--- src/rtl/an_residue_mod_serial.sv ---
// Serial CW mod A residue engine for the AN-code SEC decoder: MSB-first Horner reduction, CHUNK bits per cycle.
// Optional build macro AN_RES_ERRCNT_EN adds a saturating 16-bit count of nonzero residues handed downstream.
module an_residue_mod_serial #(
    parameter int CW_W  = 66,
    parameter int CHUNK = 8,
    parameter int A     = 131,
    parameter int R_W   = 8
) (
    input  logic            clk,
    input  logic            rst_n,
    input  logic            in_valid,
    output logic            in_ready,
    input  logic [CW_W-1:0] cw_in,
    output logic            out_valid,
    input  logic            out_ready,
    output logic [R_W-1:0]  r_out,
    output logic [CW_W-1:0] cw_out
`ifdef AN_RES_ERRCNT_EN
    ,
    output logic [15:0]     err_cnt
`endif
);

    localparam int NCH   = (CW_W + CHUNK - 1) / CHUNK;
    localparam int SW    = NCH * CHUNK;
    localparam int CNT_W = $clog2(NCH + 1);
    localparam logic [R_W:0] A_EXT = (R_W + 1)'(A);

    typedef enum logic [1:0] {IDLE, CALC, DONE} state_t;

    state_t           state_reg, state_next;
    logic [SW-1:0]    sh_reg;
    logic [R_W-1:0]   acc_reg;
    logic [CNT_W-1:0] cnt_reg;
    logic [R_W-1:0]   acc_next;
    logic             last_chunk;

    // Bit-serial Horner unrolled CHUNK times: each stage doubles, adds one bit and
    // does a single conditional subtract. Since the input stage is < A, 2*x+b < 2A,
    // so one subtract keeps every stage < A and the result is exact mod A.
    logic [R_W-1:0] stage [0:CHUNK];
    assign stage[0] = acc_reg;

    generate
        for (genvar gi = 0; gi < CHUNK; gi++) begin : g_red
            logic [R_W:0] dbl;
            assign dbl = {stage[gi], sh_reg[SW-1-gi]};
            assign stage[gi+1] = R_W'((dbl >= A_EXT) ? dbl - A_EXT : dbl);
        end
    endgenerate

    assign acc_next   = stage[CHUNK];
    assign last_chunk = (cnt_reg == CNT_W'(NCH - 1));

    always_ff @(posedge clk) begin
        if (!rst_n) begin
            state_reg <= IDLE;
        end else begin
            state_reg <= state_next;
        end
    end

    always_comb begin
        state_next = state_reg;
        in_ready   = 1'b0;
        out_valid  = 1'b0;
        case (state_reg)
            IDLE: begin
                in_ready = 1'b1;
                if (in_valid) state_next = CALC;
            end
            CALC: begin
                if (last_chunk) state_next = DONE;
            end
            DONE: begin
                out_valid = 1'b1;
                if (out_ready) state_next = IDLE;
            end
            default: state_next = IDLE;
        endcase
    end

    always_ff @(posedge clk) begin
        if (!rst_n) begin
            sh_reg  <= '0;
            acc_reg <= '0;
            cnt_reg <= '0;
            r_out   <= '0;
            cw_out  <= '0;
        end else begin
            case (state_reg)
                IDLE: begin
                    if (in_valid) begin
                        sh_reg  <= SW'(cw_in);
                        cw_out  <= cw_in;
                        acc_reg <= '0;
                        cnt_reg <= '0;
                    end
                end
                CALC: begin
                    acc_reg <= acc_next;
                    sh_reg  <= sh_reg << CHUNK;
                    cnt_reg <= cnt_reg + 1'b1;
                    if (last_chunk) r_out <= acc_next;
                end
                default: ;
            endcase
        end
    end

`ifdef AN_RES_ERRCNT_EN
    always_ff @(posedge clk) begin
        if (!rst_n) begin
            err_cnt <= '0;
        end else if (out_valid && out_ready && (r_out != '0) && (err_cnt != 16'hFFFF)) begin
            err_cnt <= err_cnt + 16'd1;
        end
    end
`endif

endmodule

--- config.mk ---
export PLATFORM = sky130hd
export DESIGN_NAME = an_residue_mod_serial
export DESIGN_NICKNAME = d
export VERILOG_FILES = /design/src/rtl/an_residue_mod_serial.sv
export SDC_FILE = /design/constraint.sdc
export NUM_CORES = 1
export LEC_CHECK = 0
export CAP_MARGIN = 20
export CORE_UTILIZATION = 44
export DETAILED_ROUTE_END_ITERATION = 10
export PLACE_DENSITY = 0.68
export RECOVER_POWER = 50
export SLEW_MARGIN = 0
export SYNTH_ARGS = -nofsm -noshare
export SYNTH_HDL_FRONTEND = slang
export SYNTH_SLANG_ARGS = --single-unit
--- constraint.sdc ---
create_clock -name clk -period 13.05 [get_ports clk]
set_input_delay 3.2625 -clock clk [delete_from_list [all_inputs] [get_ports clk]]
set_output_delay 3.2625 -clock clk [all_outputs]
set_load 0.05 [all_outputs]
==> results of run 1 <==
-- worst paths after layout --
| kind | startpoint | endpoint | depth (start not counted) |
|---|---|---|---|
| min | cw_out[19]$_SDFFE_PN0P_ | cw_out[19]$_SDFFE_PN0P_ | 2 |
| max reg2reg | sh_reg[71]$_SDFFE_PN0P_ | acc_reg[4]$_SDFFE_PN0P_ | 37 |
| min reg2reg | cw_out[19]$_SDFFE_PN0P_ | cw_out[19]$_SDFFE_PN0P_ | 2 |
| max | sh_reg[71]$_SDFFE_PN0P_ | acc_reg[4]$_SDFFE_PN0P_ | 37 |
-- worst reg2reg max path: cells and delay by family, from the launching register on --
family,cells,cell delay [ns]
xor+xnor,4,0.94
buf+inv,2,0.24
fa+ha+maj,8,2.81
flops,1,0.57
compound gates,14,3.81
simple gates,9,2.38
-- layout make-up --
type,instances,share of cell area [%]
clock buffers,17,3.88
clock inverters,15,1.69
inverters,23,0.798
multi-input cells,877,47.8
flip-flops and latches,160,29.2
well taps,265,3.02
repair buffers,150,13.6
-- per-layer routing --
metal  part of all wire [%]  wire, um
met1                     46     11500
met2                     47     11900
met3                    5.8      1450
met4                   0.84       212
met5                      0         0
-- stage by stage --
step / utilization (%) / setup WS [ns] / area (um^2)
floorplan: - / 4.09 / 8830
global placement: 52.9 / 2.82 / 10400
detailed placement: 52.9 / 2.40 / 10400
CTS: 56.0 / 2.35 / 11000
global route: 56.0 / 1.23 / 11000
finish: 56.0 / 2.14 / 11000
-- synth_stat cells, types with 4 or more instances --
library cell    n
a211o_1         4
a211oi_1        8
a21o_1          6
a21oi_1       114
a31oi_1        73
and2_1          9
and3_1          9
buf_1          10
buf_6           4
clkbuf_1       52
dfxtp_1       160
ha_1           10
inv_1          23
mux2_2         12
mux2i_1        14
mux2i_2         4
nand2_1       302
nand2b_1        5
nand3_1        24
nand3b_1        5
nand4_1        12
nor2_1         53
nor3_1         23
nor4_1          7
o211ai_1        9
o211ai_2        4
o21a_1          6
o21ai_0        25
o21ai_1         7
o31ai_1         5
or3_1           6
xnor2_1        18
-- kinds of logic (layout without fill, tap and decap cells) --
kind of cell,Yosys count,in the layout,share of synthesized area [%]
compound gates,322,322,25.7
buf+inv,94,205,4.46
mux,31,31,3.91
fa+ha+maj,10,10,1.42
flops,160,160,36.3
simple gates,492,492,25.9
xor+xnor,22,22,2.35
==> out/results.ini, run 1 <==
[synth]
yosysTopAreaCellShare_pct=36.3
synth.area.top_cells=dfxtp_1, nand2_1, a21oi_1, a31oi_1, nor2_1
syn_inst=1131
ys_seq_area_share_pct=36.3
yosys.area.top_type=dfxtp_1
syn_area_per_cell_um2=7.81
syn-num-nets=1211
yosysWarnings=0
synth.ff_latch_count=160
synth_edf_count=0
synthArstFlopShare_pct=0
ys_types=99
synth_area_mm2=0.00883
synth_flop_cell=dfxtp_1

[timing]
rsz0062_at_grt=no
finalCritPeriodShare_pct=83.6
holdWs_ns=0.451
min_period_ns=10.91
worstMarginPinSlew_ns=2.31
fin_setup_tns_ns=0
max_freq_mhz=91.7
maxSlewViolCount=67
fin_worst_skew_ns=0.0255
finalSetupViolCount=0
max-slew-margin-rel_pct=-55.1
hold_violations=0

[die]
fp.dieH_um=144
fp.dieW_um=144
ioPinCount=146
num_rows=51
core_mm2=0.0196
dieArea_mm2=0.0206
initial_core_util_pct=45.1

[grt]
grt_usage_pct=24.6
gr-max-usage-layer=met2
met3_usage_pct=5.53
antenna_found_initial=0
grt_max_degree=84
grtUsageMet2_pct=39.6
overflow=0
first_global_vias=7722
grt_pass1_wl_um=40000
grt_use_met1_pct=33.1

[critical_path]
critPathSlowestCell=nor4_4
worst-path-buf-inv=2
crit_family=compound AO/OA/AOI/OAI gates
worstPathArrival_ns=11.14
worstSetupPathType=reg -> reg
ff2ff_setup_slack_ns=2.14
endpoint_kind=flop
cp_max_fo=13
required_ns=13.28
crit_path_frequent_cell=ha_1
start_kind=flop
slowest_delay_ns=0.66

[clock_tree]
clockBufferDepth=2
htreeDepth=4
postCtsSetupBuffers=0
hold_buffers=0
clk_pin_slew_worst_paths_ns=0.07
clock_sinks=160
cts_tree=done
root_buffer=clkbuf_16
insertion_delay_ns=0.45
cts.repair.resized=0
cts_buffers=17

[finish]
layout.nets=1309
largest_reg_flops=72
multi_input_area_mm2=0.00525
layout_common_cells=nand2_1, dfxtp_1, a21oi_1
instances_no_fill=1507
fill_cells=1832
syn_to_final_growth_pct=24.2
drive_gt1_share_pct=8.37
seq_area_mm2=0.00320
layout_commonest_cell=nand2_1
n_antenna_cell=0

[flow_run]
max_cap_violations=1

[status]
outcome=finished, violations left
violations=max-capacitance violations, max-slew violations

[drt]
drcViolationCount=0
post_drt_via_cell_ratio=5.69
firstDrtPassIters=5
drt-total-wl_um=25100
drt_iter0_markers=615
vias=8570
wl_per_cell_um=16.7
ant_nets=0

[min_path]
hold_path.class=reg -> reg

[placed_design]
gp_congestion=0.905
portBuffers=145
dpl.hpwl_um=17600
dp_cells=1475

Power of run 1 is not shown: default switching activity piles up to over one toggle a cycle in this logic, so the estimate is an artifact.
==> run 2, diff against run 1 <==
==> constraint.sdc (replaced) <==
create_clock -name clk -period 11.2 [get_ports clk]
set_input_delay 2.8 -clock clk [delete_from_list [all_inputs] [get_ports clk]]
set_output_delay 2.8 -clock clk [all_outputs]
set_load 0.05 [all_outputs]
==> run 2 against run 1 <==
Effect of this change: the run still ends with max-capacitance violations, max-slew violations left; fmax rose by 5.3%; worst setup slack worse by 1.3 ns; final cell count rose by 0.20%; sequential share of layout area about the same; largest cell class unchanged; first-iteration DRC count decreased by 1.5%; via count increased by 0.49%; critical path type unchanged; utilization hardly changed; sequential cell count did not move; highest routed layer unchanged; clock skew is 0.013 ns lower.
==> out/results.ini, run 2 (synthesis results as in run 1) <==
[clock_tree]
root_buffer=clkbuf_16
cts_buffers=17  ; unchanged
clockBufferDepth=2  ; unchanged
cts_tree=done
insertion_delay_ns=0.44  ; about the same
htreeDepth=4  ; unchanged
clock_sinks=160  ; unchanged
clk_pin_slew_worst_paths_ns=0.07  ; about the same

[die]
fp.dieW_um=144  ; unchanged
dieArea_mm2=0.0206  ; unchanged
num_rows=51  ; unchanged
ioPinCount=146  ; unchanged
fp.dieH_um=144  ; unchanged
core_mm2=0.0196  ; unchanged
initial_core_util_pct=45.1  ; unchanged

[timing]
rsz0062_at_grt=no
setup_slack_ns=0.843  ; -1.30 ns
max_freq_mhz=96.6  ; +5.3%
fin_setup_tns_ns=0  ; unchanged
maxSlewViolCount=138  ; +110%
finalCritPeriodShare_pct=92.5  ; +8.9 points
finalSetupViolCount=0  ; unchanged
hold_violations=0  ; unchanged
fin_worst_skew_ns=0.0127  ; -0.0129 ns
worstMarginPinSlew_ns=3.35  ; +1.03 ns
min_period_ns=10.36  ; -0.552 ns
max-slew-margin-rel_pct=-123  ; -68 points

[finish]
layout_common_cells=nand2_1, dfxtp_1, a21oi_1
fill_cells=1859  ; +1.5%
layout.nets=1312  ; +0.23%
layout_commonest_cell=nand2_1
multi_input_area_mm2=0.00526  ; +0.17%
seq_area_mm2=0.00320  ; unchanged
drive_gt1_share_pct=8.59  ; +0.22 points
syn_to_final_growth_pct=24.3  ; about the same
largest_reg_flops=72  ; unchanged
n_antenna_cell=0  ; unchanged

[critical_path]
start_kind=flop
endpoint_kind=flop
crit_path_frequent_cell=ha_1
worstSetupPathType=reg -> reg
worstPathArrival_ns=10.64  ; -0.50 ns
slowest_delay_ns=0.56  ; -0.10 ns
r2r_cells=38  ; +2.7%
critPathSlowestCell=dfxtp_1
ff2ff_setup_slack_ns=0.84  ; -1.30 ns
r2r-end=r_out[5]$_SDFFE_PN0P_
cp_max_fo=13  ; unchanged
required_ns=11.49  ; -1.79 ns
r2r_start=sh_reg[71]$_SDFFE_PN0P_

[placed_design]
dpl.hpwl_um=17200  ; -2.3%
gp_congestion=0.907  ; +0.28%
place_ws_ns=0.681  ; -1.72 ns
portBuffers=145  ; unchanged

[drt]
ant_nets=0  ; unchanged
firstDrtPassIters=5  ; unchanged
wl_per_cell_um=16.3  ; -2.3%
drcViolationCount=0  ; unchanged
vias=8612  ; +0.49%
post_drt_via_cell_ratio=5.70  ; +0.29%
drt-total-wl_um=24600  ; -2.2%
drt_iter0_markers=606  ; -1.5%

[min_path]
hold_path_depth=2  ; unchanged
holdPathEnd=cw_out[16]$_SDFFE_PN0P_
hp-start=cw_out[16]$_SDFFE_PN0P_
hold_path.class=reg -> reg

[grt]
grt_max_degree=85  ; +1.2%
grt_usage_pct=24.4  ; -0.17 points
first_global_vias=7804  ; +1.1%
grt_pass1_wl_um=40000  ; about the same
antenna_found_initial=0  ; unchanged
overflow=0  ; unchanged

[status]
violations=max-capacitance violations, max-slew violations
outcome=finished, violations left

[flow_run]
max_cap_violations=2  ; +1

run 2: cell types whose count changed in the layout (fill, tap and decap cells not counted), moves of 2 or more:
cell	before	now
dlygate4sd3_1	58	76
buf_4	5	7
clkinv_8	5	3
clkdlybuf4s50_1	87	69
run 2: worst max-delay path by stage:
stage,startpoint,to,slack (ns),cells after the start
after global placement,sh_reg[71]$_SDFFE_PN0P_,r_out[3]$_SDFFE_PN0P_,1.01,38
final,sh_reg[71]$_SDFFE_PN0P_,r_out[5]$_SDFFE_PN0P_,0.84,38
after floorplan,acc_reg[3]$_SDFFE_PN0P_,r_out[3]$_SDFFE_PN0P_,2.24,41
after detailed placement,sh_reg[71]$_SDFFE_PN0P_,acc_reg[4]$_SDFFE_PN0P_,0.68,37
after CTS,sh_reg[71]$_SDFFE_PN0P_,acc_reg[4]$_SDFFE_PN0P_,0.61,37
after global routing,sh_reg[71]$_SDFFE_PN0P_,r_out[3]$_SDFFE_PN0P_,0.001,38
run 2: stage by stage:
stage	util (%)	hold slack [ns]	cells	instance area [um^2]
finish	56.0	0.451	1510	11000
global route	56.0	0.469	1510	11000
CTS	55.9	0.457	1507	11000
detailed placement	52.9	0.447	1475	10400
global placement	52.9	0.440	1475	10400
floorplan	-	0.432	1131	8830
run 2: layout make-up:
type                       instances  area share [%]
multi-input combinational        877            47.9
clock inverter                    15            1.48
tap                              265            3.02
clock buffer                      17            3.88
inverter                          23           0.798
timing repair buffer             153            13.7
sequential                       160            29.2
run 2: critical path, delay by kind of cell, from the launching register on:
family                   cells  cell delay, ns
AO/OA/AOI/OAI               14            3.83
adder cells (fa/ha/maj)      8            2.66
AND/OR/NAND/NOR              9            1.73
XOR/XNOR                     5            1.18
flip-flops                   1            0.56
buffers and inverters        2            0.23
run 2: layer usage:
layer | track usage (%) | part of all wire (%) | vias to the layer above
met4 | 5.43 | 0.69 | 0
met3 | 5.93 | 6.1 | 16
met1 | 32.5 | 46 | 4100
met2 | 39.8 | 47 | 219
li1 | - | - | 4277
met5 | 0 | 0 | -
run 2: timing repair:
| action | 4_1_cts | 5_1_grt |
|---|---|---|
| hold buffers | 0 | 0 |
| setup buffers | 0 | 3 |
| resized for setup | 0 | 2 |
| endpoints found under the setup margin | 0 | 14 |
Power of run 2 is left out for the same reason.
==> run 3, diff against run 2 <==
--- a/config.mk
+++ b/config.mk
@@ -7,6 +7,7 @@
 export LEC_CHECK = 0
 export CAP_MARGIN = 20
 export CORE_UTILIZATION = 44
+export CTS_CLUSTER_SIZE = 40
 export DETAILED_ROUTE_END_ITERATION = 10
 export PLACE_DENSITY = 0.68
 export RECOVER_POWER = 50
==> results of run 3 <==
Final layout, timing and power as in run 2 (identical DEF).
Power of run 3 is left out for the same reason.
